==> src/rtl/light_pkg.sv <==
// Shared types and default timing constants for the light controller.
package light_pkg;

  typedef enum logic [1:0] {
    AUTO_OFF   = 2'd0,
    AUTO_ON    = 2'd1,
    MANUAL_OFF = 2'd2,
    MANUAL_ON  = 2'd3
  } light_state_t;

  localparam int DEBOUNCE_T_DEFAULT   = 100;
  localparam int LONG_PRESS_T_DEFAULT = 3000;

endpackage

==> src/rtl/press_classifier.sv <==
// Synchronizes and debounces the raw push button, then classifies each
// accepted press as a one-cycle short_press or long_press pulse.
module press_classifier
  import light_pkg::*;
#(
  parameter int DEBOUNCE_T   = DEBOUNCE_T_DEFAULT,
  parameter int LONG_PRESS_T = LONG_PRESS_T_DEFAULT
) (
  input  logic clk,
  input  logic rst,
  input  logic push_button,
  output logic short_press,
  output logic long_press
);

  localparam int RW = $clog2(DEBOUNCE_T + 1);
  localparam int HW = $clog2(LONG_PRESS_T + 1);

  logic          sync1;
  logic          sync2;
  logic          db_level;
  logic          armed;
  logic          long_fired;
  logic [1:0]    primed;
  logic [RW-1:0] run_cnt;
  logic [HW-1:0] hold_cnt;

  logic differ;
  logic accept;
  logic fall;
  logic long_hit;

  // Debouncing stays disarmed after reset until the synchronized level has
  // been seen released, so a press held across reset is never classified.
  assign differ   = armed && (sync2 != db_level);
  assign accept   = differ && (run_cnt == RW'(DEBOUNCE_T - 1));
  assign fall     = accept && db_level;
  assign long_hit = db_level && (hold_cnt == HW'(LONG_PRESS_T - 1));

  always_ff @(posedge clk) begin
    if (rst) begin
      sync1       <= 1'b0;
      sync2       <= 1'b0;
      primed      <= 2'd0;
      armed       <= 1'b0;
      db_level    <= 1'b0;
      run_cnt     <= '0;
      hold_cnt    <= '0;
      long_fired  <= 1'b0;
      long_press  <= 1'b0;
      short_press <= 1'b0;
    end else begin
      sync1 <= push_button;
      sync2 <= sync1;

      // primed reaches 2 once sync2 carries a real post-reset sample
      if (primed != 2'd2)
        primed <= primed + 2'd1;
      if (!armed && (primed == 2'd2) && !sync2)
        armed <= 1'b1;

      if (accept) begin
        db_level <= ~db_level;
        run_cnt  <= '0;
      end else if (differ) begin
        run_cnt <= run_cnt + 1'b1;
      end else begin
        run_cnt <= '0;
      end

      if (!db_level)
        hold_cnt <= '0;
      else if (hold_cnt != HW'(LONG_PRESS_T))
        hold_cnt <= hold_cnt + 1'b1;

      if (!db_level)
        long_fired <= 1'b0;
      else if (long_hit)
        long_fired <= 1'b1;

      long_press  <= long_hit;
      short_press <= fall && !long_fired && !long_hit;
    end
  end

endmodule

==> src/rtl/light_controller.sv <==
// Lamp mode FSM: automatic presence-driven operation or manual button
// toggling, with Moore-decoded lamp, mode and timer-reset outputs.
module light_controller
  import light_pkg::*;
#(
  parameter int DEBOUNCE_T   = DEBOUNCE_T_DEFAULT,
  parameter int LONG_PRESS_T = LONG_PRESS_T_DEFAULT
) (
  input  logic clk,
  input  logic rst,
  input  logic push_button,
  input  logic infravermelho,
  input  logic auto_off,
  output logic L,
  output logic modo_manual,
  output logic timer_rst
);

  light_state_t state;
  light_state_t state_next;
  logic         short_press;
  logic         long_press;

  press_classifier #(
    .DEBOUNCE_T  (DEBOUNCE_T),
    .LONG_PRESS_T(LONG_PRESS_T)
  ) u_classifier (
    .clk        (clk),
    .rst        (rst),
    .push_button(push_button),
    .short_press(short_press),
    .long_press (long_press)
  );

  always_ff @(posedge clk) begin
    if (rst)
      state <= AUTO_OFF;
    else
      state <= state_next;
  end

  // Each branch lists events in priority order: long, short, auto_off, presence.
  always_comb begin
    state_next = state;
    case (state)
      AUTO_OFF: begin
        if (long_press)
          state_next = MANUAL_OFF;
        else if (short_press)
          state_next = AUTO_ON;
        else if (infravermelho)
          state_next = AUTO_ON;
      end
      AUTO_ON: begin
        if (long_press)
          state_next = MANUAL_ON;
        else if (short_press)
          state_next = AUTO_OFF;
        else if (auto_off && !infravermelho)
          state_next = AUTO_OFF;
      end
      MANUAL_OFF: begin
        if (long_press)
          state_next = AUTO_OFF;
        else if (short_press)
          state_next = MANUAL_ON;
      end
      MANUAL_ON: begin
        if (long_press)
          state_next = AUTO_ON;
        else if (short_press)
          state_next = MANUAL_OFF;
      end
      default: state_next = AUTO_OFF;
    endcase
  end

  assign L           = (state == AUTO_ON) || (state == MANUAL_ON);
  assign modo_manual = (state == MANUAL_OFF) || (state == MANUAL_ON);
  assign timer_rst   = (state != AUTO_ON);

endmodule

==> config.mk <==
export PLATFORM = sky130hd
export DESIGN_NAME = light_controller
export DESIGN_NICKNAME = d
export VERILOG_FILES = /design/src/rtl/light_pkg.sv /design/src/rtl/press_classifier.sv /design/src/rtl/light_controller.sv
export SDC_FILE = /design/constraint.sdc
export NUM_CORES = 1
export LEC_CHECK = 0
export ABC_AREA = 0
export BUFFER_PORTS_ARGS = -buffer_cell sky130_fd_sc_hd__buf_4
export CORE_UTILIZATION = 55
export CTS_BUF_LIST = sky130_fd_sc_hd__clkbuf_8
export DETAILED_ROUTE_END_ITERATION = 10
export PLACE_DENSITY = 0.73
export REMOVE_ABC_BUFFERS = 1
export SLEW_MARGIN = 5
export SYNTH_ARGS = -nofsm -noshare
export SYNTH_HDL_FRONTEND = slang
export SYNTH_SLANG_ARGS = --single-unit
==> constraint.sdc <==
create_clock -name clk -period 2 [get_ports clk]
set_input_delay 0.4 -clock clk [delete_from_list [all_inputs] [get_ports clk]]
set_output_delay 0.4 -clock clk [all_outputs]
set_load 0.1 [all_outputs]
==> flow_summary.yaml, run 1 <==
outcome:
  result_of_the_run: "complete, no violations"
final_layout:
  fin_nets: 164
  stdcell_count: 182
  filler_cell_count: 188
  insertedDiodeCount: 0
  postLayoutCoreUtil_pct: 66.3
  flow.area_growth_from_synthesis_pct: 12.2
  layout-drive-gt1-share_pct: 15.6
timing:
  timing_worst_slew_pin_value_ps: 505
  hold_vio_cnt_final: 0
  crit_share_post_route_pct: 79.4
  finClkSkew_ps: 5.84
  slew_limit_headroom_pct: 66.2
  max_freq_mhz: 629
  finalWorstPathRequiredPeriod_ps: 1590
  finalSetupViolations: 0
  final-max-slew-violation-count: 0
  setup_repair_after_global_routing_missed_its_margin: "no"
place:
  placedCellCount: 176
  routability_congestion_estimate: 0.778
  place_hpwl_um: 1640
  buffer_ports.inserted: 7
pwr:
  power.switching_uw: 296
  combPwrFrac_pct: 10.4
  leakagePower_nw: 0.543
  internal_power_uw: 944
  power.density_mw_per_mm2: 829
  maximum_vdd_ir_drop_uv: 577
  clkPwrFrac_pct: 37.4
  power_frac_seq_pct: 52.1
  power.share.switching_pct: 23.9
clocking:
  clock_tree.htree_level_count: 2
  worst_setup_hold_path_clk_slew_ps: 60
  holdBufCountCts: 0
  cts.path.max_buffers: 2
  cts.repair.resized: 0
  tritoncts.num_buffers: 5
  skew_pair_late_insertion_delay_ps: 270
  cts.sink_count: 30
  cts_post_setup_buffers_inserted: 0
  cts_root_buffer: "clkbuf_8"
  clock_tree_from_tritoncts: "built"
global_route:
  globalRoute.totalOverflow: 0
  grt_util_met3_pct: 6.25
  met2_global_route_usage_pct: 38.2
  grt_antenna_before_repair: 0
  grt_util_met1_pct: 23.8
  via_count_of_the_first_global_routing_pass: 988
  grt_start_max_net_pins: 13
  grt_first_pass_wirelength_um: 4120
  gr-max-usage-layer: "met2"
  gr-usage-all-layers_pct: 21.6
route:
  avgViaCountPerCell: 5.80
  route.vias.total: 1056
  dr.pass1.iters: 4
  antenna_left: 0
  wl_per_cell_um: 12.8
  drtIter0Drc: 7
  remaining_drc_errors: 0
  routed_wl_um: 2330
synthesis:
  synth.cell_area_mm2: 0.00133
  synth_seq_area_share_pct: 45.1
  avgSynthCellArea_um2: 9.25
  ys_types: 40
  synthArstFlopShare_pct: 0
  synth_seq_cells: 30
  synth-main-ff-cell: "dfxtp_1"
  ys.warnings.count: 0
  post_synth_inst_count: 144
  synth-edff-count: 0
worst_setup_path:
  worst_ep_arrival_time_ps: 1790
  cp-start-kind: "register"
  critical_path_peak_fanout: 7
  timing.critical_path.cells: "ha_1 -> nand3_1 -> or4_4 -> a211oi_2"
  setup.worst_path.end_class: "register"
  worst_path_largest_cell_delay_ps: 470
  crit_required_ps: 2200
  timing_worst_setup_path_type: "reg2reg"
  critical_path.slowest_cell: "or4_4"
hold_path:
  hold_class: "in2reg"
run:
  maximum_capacitance_violations: 0
floorplanning:
  floorplan.io_pins: 8
  placeableCoreArea_mm2: 0.00225
  die_x_um: 51.2
  effective_utilization_at_floorplan_pct: 59.1
  dieHeight_um: 51.2
  placementRows: 17
  design.die.area_mm2: 0.00262
-- worst max-delay path: cells and delay by family, from the launching register on --
family / cells / cell delay (ps)
flip-flops: 1 / 390
AND/OR/NAND/NOR: 2 / 690
AO/OA/AOI/OAI: 1 / 210
adder cells (fa/ha/maj): 1 / 230
-- metrics by stage --
step	TNS (ps)	setup slack [ps]	area [µm²]	hold WS, ps	power [mW]
CTS	0	417	1500	339	1.25
global placement	0	512	1410	425	0.777
detailed placement	0	423	1410	435	0.789
finish	0	411	1500	341	1.24
floorplan	-259	-259	1320	414	0.756
global route	0	317	1500	345	1.30
-- cell families after synthesis --
logic type | count (synthesis) | synth area share [%]
mux | 2 | 1.60
simple gates | 63 | 28.8
buf+inv | 11 | 3.10
compound gates | 26 | 12.4
fa+ha+maj | 4 | 3.76
xor+xnor | 8 | 5.26
flops | 30 | 45.1
-- area by class of cell --
| cell class | count | area, µm² | area share [%] |
|---|---|---|---|
| inverter | 7 | 26.3 | 1.76 |
| sequential | 30 | 601 | 40.2 |
| timing repair buffer | 8 | 60.1 | 4.02 |
| tap | 28 | 35.0 | 2.34 |
| multi-input combinational | 103 | 691 | 46.2 |
| clock buffer | 6 | 82.6 | 5.52 |
-- cells in the final DEF, fill, tap and decap left out, types with 2 or more instances in the layout --
| cell type | Yosys | layout |
|---|---|---|
| or2_2 | 2 | 2 |
| xnor2_1 | 3 | 3 |
| nand3b_1 | 2 | 2 |
| o31ai_1 | 4 | 4 |
| nand2_1 | 6 | 6 |
| nor3_1 | 4 | 4 |
| nand3_1 | 7 | 7 |
| dfxtp_1 | 30 | 30 |
| ha_1 | 4 | 4 |
| inv_1 | 7 | 7 |
| nor2_1 | 12 | 12 |
| buf_4 | 0 | 8 |
| a21oi_1 | 8 | 8 |
| or3_2 | 2 | 2 |
| nand2b_1 | 5 | 5 |
| o21ai_0 | 6 | 6 |
| or4_1 | 2 | 2 |
| xor2_1 | 5 | 5 |
| a211oi_1 | 2 | 2 |
| nor2b_1 | 4 | 4 |
| and3_1 | 3 | 3 |
| or3_1 | 4 | 4 |
| nor3b_1 | 2 | 2 |
| clkbuf_8 | 0 | 6 |
-- registers in the layout (all words and copies together) (netlist names), 2 cells and up --
name	flops
u_classifier.run_cnt	7
state	2
u_classifier.primed	2
u_classifier.hold_cnt	12
-- cell usage after synthesis, drive strengths merged (3+ instances only) --
master / n / area (µm²)
a211oi: 3 / 27.5
a21oi: 8 / 40.0
and3: 3 / 18.8
clkbuf: 3 / 11.3
dfxtp: 30 / 601
ha: 4 / 50.1
inv: 7 / 26.3
nand2: 6 / 22.5
nand2b: 5 / 31.3
nand3: 7 / 35.0
nor2: 12 / 45.0
nor2b: 4 / 25.0
nor3: 4 / 20.0
o21ai: 6 / 30.0
o31ai: 4 / 30.0
or3: 6 / 40.0
or4: 3 / 26.3
xnor2: 3 / 26.3
xor2: 5 / 43.8
-- worst paths after layout --
check / from / end / slack [ps] / cells past startpoint
worst max-delay path: u_classifier.hold_cnt[1]$_SDFFE_PP0P_ / u_classifier.hold_cnt[10]$_SDFFE_PP0P_ / 410 / 4
worst min-delay path: push_button / u_classifier.sync1$_SDFF_PP0_ / 340 / 2
worst max register to register: u_classifier.hold_cnt[1]$_SDFFE_PP0P_ / u_classifier.hold_cnt[10]$_SDFFE_PP0P_ / 410 / 4
worst min register to register: u_classifier.sync1$_SDFF_PP0_ / u_classifier.sync2$_SDFF_PP0_ / 450 / 1
-- per-layer routing --
metal  part of all wire [%]  routed length, µm  up-vias
met5                      0                  0        -
li1                       -                  -      536
met1                     45               1050      502
met3                    2.7                 64        5
met4                    1.3                 31        0
met2                     51               1180       13
-- power by group through the flow --
stage / Combinational (mW) / Clock, mW / Sequential, mW
global route: 0.154 / 0.497 / 0.651
finish: 0.129 / 0.464 / 0.646
CTS: 0.131 / 0.475 / 0.647
floorplan: 0.0893 / 0 / 0.667
detailed placement: 0.130 / 0 / 0.659
global placement: 0.120 / 0 / 0.657
(Power assumes the default switching activity.)
==> run 2, diff against run 1 <==
==> constraint.sdc (replaced) <==
create_clock -name clk -period 1.5 [get_ports clk]
set_input_delay 0.3 -clock clk [delete_from_list [all_inputs] [get_ports clk]]
set_output_delay 0.3 -clock clk [all_outputs]
set_load 0.1 [all_outputs]
==> flow_summary.yaml, run 2 (synthesis results as in run 1) <==
worst_setup_path:
  crit_required_ps: 1700
  r2r_cells: 3
  worst-r2r-setup-slack_ps: 70
  setup.worst_path.end_class: "register"
  critical_path_peak_fanout: 8
  worst_ep_arrival_time_ps: 1640
  cp.buffers_inverters: 0
  crit_family: "simple AND/OR/NAND/NOR gates"
  r2r_start: "u_classifier.hold_cnt[6]$_SDFFE_PP0P_"
  timing.critical_path.cells: "nand4_4 -> or4_4 -> a211oi_2"
  worst_path_largest_cell_delay_ps: 540
  critical_path.slowest_cell: "or4_4"
  cp-start-kind: "register"
  regToRegEndpoint: "u_classifier.hold_cnt[10]$_SDFFE_PP0P_"
  timing_worst_setup_path_type: "reg2reg"
global_route:
  globalRoute.totalOverflow: 0
  gr-usage-all-layers_pct: 24.5
  grt_first_pass_wirelength_um: 4610
  grt_antenna_before_repair: 0
  grt_start_max_net_pins: 13
  via_count_of_the_first_global_routing_pass: 1078
clocking:
  cts.sink_count: 30
  worst_setup_hold_path_clk_slew_ps: 60
  skew_pair_late_insertion_delay_ps: 280
  clock_tree.htree_level_count: 2
  cts_root_buffer: "clkbuf_8"
  cts.path.max_buffers: 2
  tritoncts.num_buffers: 5
  clock_tree_from_tritoncts: "built"
timing:
  setup_repair_after_global_routing_missed_its_margin: "no"
  crit_share_post_route_pct: 95.6
  timing_worst_slew_pin_value_ps: 359
  finalWorstPathRequiredPeriod_ps: 1430
  max_freq_mhz: 698
  slew_limit_headroom_pct: 76.0
  final-max-slew-violation-count: 0
  finClkSkew_ps: 3.93
  hold_vio_cnt_final: 0
  finalSetupViolations: 0
place:
  post_place_cell_area_mm2: 0.00144
  place_hpwl_um: 1870
  routability_congestion_estimate: 0.801
  buffer_ports.inserted: 7
final_layout:
  reg.largest.list: "u_classifier.hold_cnt (12), u_classifier.run_cnt (7)"
  layout-drive-gt1-share_pct: 26.5
  postLayoutCoreUtil_pct: 69.8
  insertedDiodeCount: 0
  finish.instance_area_mm2: 0.00157
  max_flop_register: "u_classifier.hold_cnt"
  mostFrequentLayoutCell: "dfxtp_1"
  fin_nets: 171
  filler_cell_count: 180
  max_ffs_per_register: 12
  flow.area_growth_from_synthesis_pct: 18.1
  layout_common_cells: "24 x dfxtp_1, 15 x buf_4, 12 x nor2_1"
route:
  wl_per_cell_um: 13.6
  drtIter0Drc: 23
  route.vias.total: 1102
  dr.pass1.iters: 4
  antenna_left: 0
  routed_wl_um: 2580
  avgViaCountPerCell: 5.80
  remaining_drc_errors: 0
outcome:
  result_of_the_run: "complete, no violations"
hold_path:
  hold_path_end: "u_classifier.sync1$_SDFF_PP0_"
  holdPathStages: 2
  worst_hold_startpoint: "push_button"
  hold_class: "in2reg"
run:
  maximum_capacitance_violations: 0
pwr:
  power.density_mw_per_mm2: 1030
  maximum_vdd_ir_drop_uv: 857
  leakagePower_nw: 0.572
floorplanning:
  dieHeight_um: 51.2
  placementRows: 17
  floorplan.io_pins: 8
  die_x_um: 51.2
  effective_utilization_at_floorplan_pct: 59.1
  placeableCoreArea_mm2: 0.00225
  design.die.area_mm2: 0.00262
run 2: cell types whose count changed in the layout (fill, tap and decap cells not counted), moves of 2 or more:
cell      delta
ha_2         +2
dfxtp_1      -6
dfxtp_2      +5
clkinv_2     +2
ha_1         -2
buf_4        +7
run 2: routing by layer:
layer	wire length (µm)	vias up	global-route usage (%)
met4	82	0	12.2
met1	1150	525	26.0
met2	1270	14	42.3
met3	77	10	9.23
li1	-	553	-
met5	0	-	0
run 2: how the worst max path moves through the flow:
stage                                                     start                                endpoint  slack, ps  depth (start not counted)
after floorplan                           state[1]$_SDFFE_PP0P_                               timer_rst       -660                          1
after global placement    u_classifier.hold_cnt[2]$_SDFFE_PP0P_  u_classifier.hold_cnt[11]$_SDFFE_PP0P_         90                          3
after detailed placement  u_classifier.hold_cnt[1]$_SDFFE_PP0P_  u_classifier.hold_cnt[10]$_SDFFE_PP0P_          7                          4
after CTS                 u_classifier.hold_cnt[0]$_SDFFE_PP0P_   u_classifier.hold_cnt[0]$_SDFFE_PP0P_          3                          5
after global routing         u_classifier.run_cnt[1]$_SDFF_PP0_      u_classifier.run_cnt[6]$_SDFF_PP0_          4                          4
final                     u_classifier.hold_cnt[6]$_SDFFE_PP0P_  u_classifier.hold_cnt[10]$_SDFFE_PP0P_         70                          3
run 2: cell type report:
class / count / area [µm²] / area share, %
Multi-Input combinational cell: 103 / 711 / 45.2
Sequential cell: 30 / 611 / 38.8
Timing Repair Buffer: 15 / 113 / 7.15
Tap cell: 28 / 35.0 / 2.23
Clock buffer: 5 / 68.8 / 4.37
Inverter: 7 / 26.3 / 1.67
Clock inverter: 2 / 10.0 / 0.636
run 2: worst register-to-register path, cell delays in order (launching register included):
cell and delay [ps]:
dfxtp_1 430, nand4_4 170, or4_4 540, a211oi_2 220
run 2: stage by stage:
| stage | TNS [ps] | power (mW) | setup slack, ps | std cells | hold slack (ps) |
|---|---|---|---|---|---|
| 6_report | 0 | 1.62 | 66.7 | 190 | 235 |
| 4_1_cts | 0 | 1.64 | 3.39 | 187 | 231 |
| 3_5_place_dp | 0 | 1.05 | 7.30 | 180 | 423 |
| 3_3_place_gp | 0 | 1.04 | 88.7 | 180 | 420 |
| 5_1_grt | 0 | 1.71 | 3.74 | 190 | 248 |
| 2_1_floorplan | -870 | 1.01 | -659 | 140 | 369 |
run 2: repair_timing:
action                     CTS  global route
pin swaps                    0             1
hold buffers                 0             0
resized for setup            2            11
setup buffers                0             3
setup endpoints to repair    1             8
run 2: power breakdown:
| group | switching, mW | internal (mW) |
|---|---|---|
| clock | 0.281 | 0.310 |
| sequential | 0.0230 | 0.836 |
| combinational | 0.102 | 0.0670 |
| total | 0.407 | 1.21 |
==> run 3, diff against run 2 <==
--- a/config.mk
+++ b/config.mk
@@ -7,6 +7,7 @@
 export LEC_CHECK = 0
 export ABC_AREA = 0
 export BUFFER_PORTS_ARGS = -buffer_cell sky130_fd_sc_hd__buf_4
+export CORE_ASPECT_RATIO = 0.6
 export CORE_UTILIZATION = 55
 export CTS_BUF_LIST = sky130_fd_sc_hd__clkbuf_8
 export DETAILED_ROUTE_END_ITERATION = 10
==> flow_summary.yaml, run 3 (synthesis results as in run 1) <==
final_layout:
  max_ffs_per_register: 12
  layout-drive-gt1-share_pct: 23.8
  fin_nets: 168
  postLayoutCoreUtil_pct: 69.9
  layout_common_cells: "25 x dfxtp_1, 12 x nor2_1, 12 x buf_4"
  mostFrequentLayoutCell: "dfxtp_1"
  flow.area_growth_from_synthesis_pct: 16.9
  stdcell_count: 190
  insertedDiodeCount: 0
  finish.instance_area_mm2: 0.00156
  reg.largest.list: "u_classifier.hold_cnt (12), u_classifier.run_cnt (7)"
  max_flop_register: "u_classifier.hold_cnt"
floorplanning:
  effective_utilization_at_floorplan_pct: 59.8
  floorplan.io_pins: 8
  dieHeight_um: 40.1
  die_x_um: 65.5
  design.die.area_mm2: 0.00263
  placementRows: 13
  placeableCoreArea_mm2: 0.00223
worst_setup_path:
  crit_required_ps: 1700
  timing_worst_setup_path_type: "reg2reg"
  setup.worst_path.end_class: "register"
  worst_ep_arrival_time_ps: 1650
  critical_path.slowest_cell: "or4_1"
  worst_path_largest_cell_delay_ps: 470
  timing.critical_path.cells: "nand4_1 -> buf_4 -> or4_1 -> a21oi_1"
  cp-start-kind: "register"
  critical_path_peak_fanout: 8
timing:
  setup_repair_after_global_routing_missed_its_margin: "no"
  holdWs_ps: 253
  hold_vio_cnt_final: 0
  finClkSkew_ps: 5.96
  slew_limit_headroom_pct: 77.6
  finalSetupViolations: 0
  final-max-slew-violation-count: 0
  postLayoutSetupSlackWorst_ps: 52.4
  crit_share_post_route_pct: 96.5
  fin_setup_tns_ps: 0
  max_freq_mhz: 691
  timing_worst_slew_pin_value_ps: 335
  finalWorstPathRequiredPeriod_ps: 1450
pwr:
  clkPwrFrac_pct: 38.4
  internal_power_mw: 1.27
  design_power_total_mw: 1.67
  leakagePower_nw: 0.564
  maximum_vdd_ir_drop_uv: 758
  power.share.switching_pct: 24.2
  power.density_mw_per_mm2: 1070
  combPwrFrac_pct: 10.1
  power.switching_uw: 405
  power_frac_seq_pct: 51.5
clocking:
  clock_tree_from_tritoncts: "built"
  worst_setup_hold_path_clk_slew_ps: 60
  cts.path.max_buffers: 2
  cts.sink_count: 30
  tritoncts.num_buffers: 5
  holdBufCountCts: 0
  skew_pair_late_insertion_delay_ps: 270
  cts_root_buffer: "clkbuf_8"
  clock_tree.htree_level_count: 2
place:
  detailedPlace.worstSlack_ps: -13.2
  place_hpwl_um: 1840
  placedCellCount: 181
  buffer_ports.inserted: 7
  post_place_cell_area_mm2: 0.00144
  routability_congestion_estimate: 0.731
route:
  remaining_drc_errors: 0
  wl_per_cell_um: 12.9
  avgViaCountPerCell: 5.59
  antenna_left: 0
  drtIter0Drc: 59
  routed_wl_um: 2450
  dr.pass1.iters: 4
  route.vias.total: 1063
global_route:
  via_count_of_the_first_global_routing_pass: 937
  globalRoute.totalOverflow: 0
  gr-usage-all-layers_pct: 22.4
  grt_start_max_net_pins: 13
  grt_antenna_before_repair: 0
  grt_first_pass_wirelength_um: 4090
run:
  maximum_capacitance_violations: 0
outcome:
  result_of_the_run: "complete, no violations"
hold_path:
  hold_class: "in2reg"
## run 3: area by class of cell
type                            instances  area (µm²)
Sequential cell                        30         607
Clock inverter                          2        8.76
Timing Repair Buffer                   12        90.1
Clock buffer                            6        82.6
Tap cell                               30        37.5
Inverter                                7        26.3
Fill cell                             176         671
Multi-Input combinational cell        103         706
## run 3: path summary, 6_finish.rpt
path,startpoint,to,slack (ps),depth (start not counted)
worst min-delay path,push_button,u_classifier.sync1$_SDFF_PP0_,250,2
worst max register to register,u_classifier.hold_cnt[2]$_SDFFE_PP0P_,u_classifier.hold_cnt[11]$_SDFFE_PP0P_,50,4
worst min register to register,u_classifier.sync1$_SDFF_PP0_,u_classifier.sync2$_SDFF_PP0_,440,1
worst max-delay path,u_classifier.hold_cnt[2]$_SDFFE_PP0P_,u_classifier.hold_cnt[11]$_SDFFE_PP0P_,50,4
## run 3: metal layers
layer | routed length (µm) | up-vias | track usage, %
met5 | 0 | - | 0
met4 | 41 | 0 | 9.78
met3 | 125 | 7 | 7.67
met2 | 1010 | 24 | 33.5
met1 | 1270 | 486 | 29.8
li1 | - | 546 | -
## run 3: what timing repair did
item,4_1_cts,5_1_grt
setup buffers,1,0
pin swaps,1,0
setup endpoints to repair,2,4
gates resized for setup,3,7
## run 3: critical path, delay by kind of cell (launching register included)
family / cells / cell delay [ps]
flops: 1 / 440
simple gates: 2 / 590
buf+inv: 1 / 170
compound gates: 1 / 170
## run 3: power by group through the flow
stage / clock [mW] / sequential [mW] / combinational [mW]
5_1_grt: 0.685 / 0.867 / 0.204
3_3_place_gp: 0 / 0.876 / 0.160
6_report: 0.642 / 0.861 / 0.168
3_5_place_dp: 0 / 0.879 / 0.171
2_1_floorplan: 0 / 0.889 / 0.119
4_1_cts: 0.658 / 0.862 / 0.171
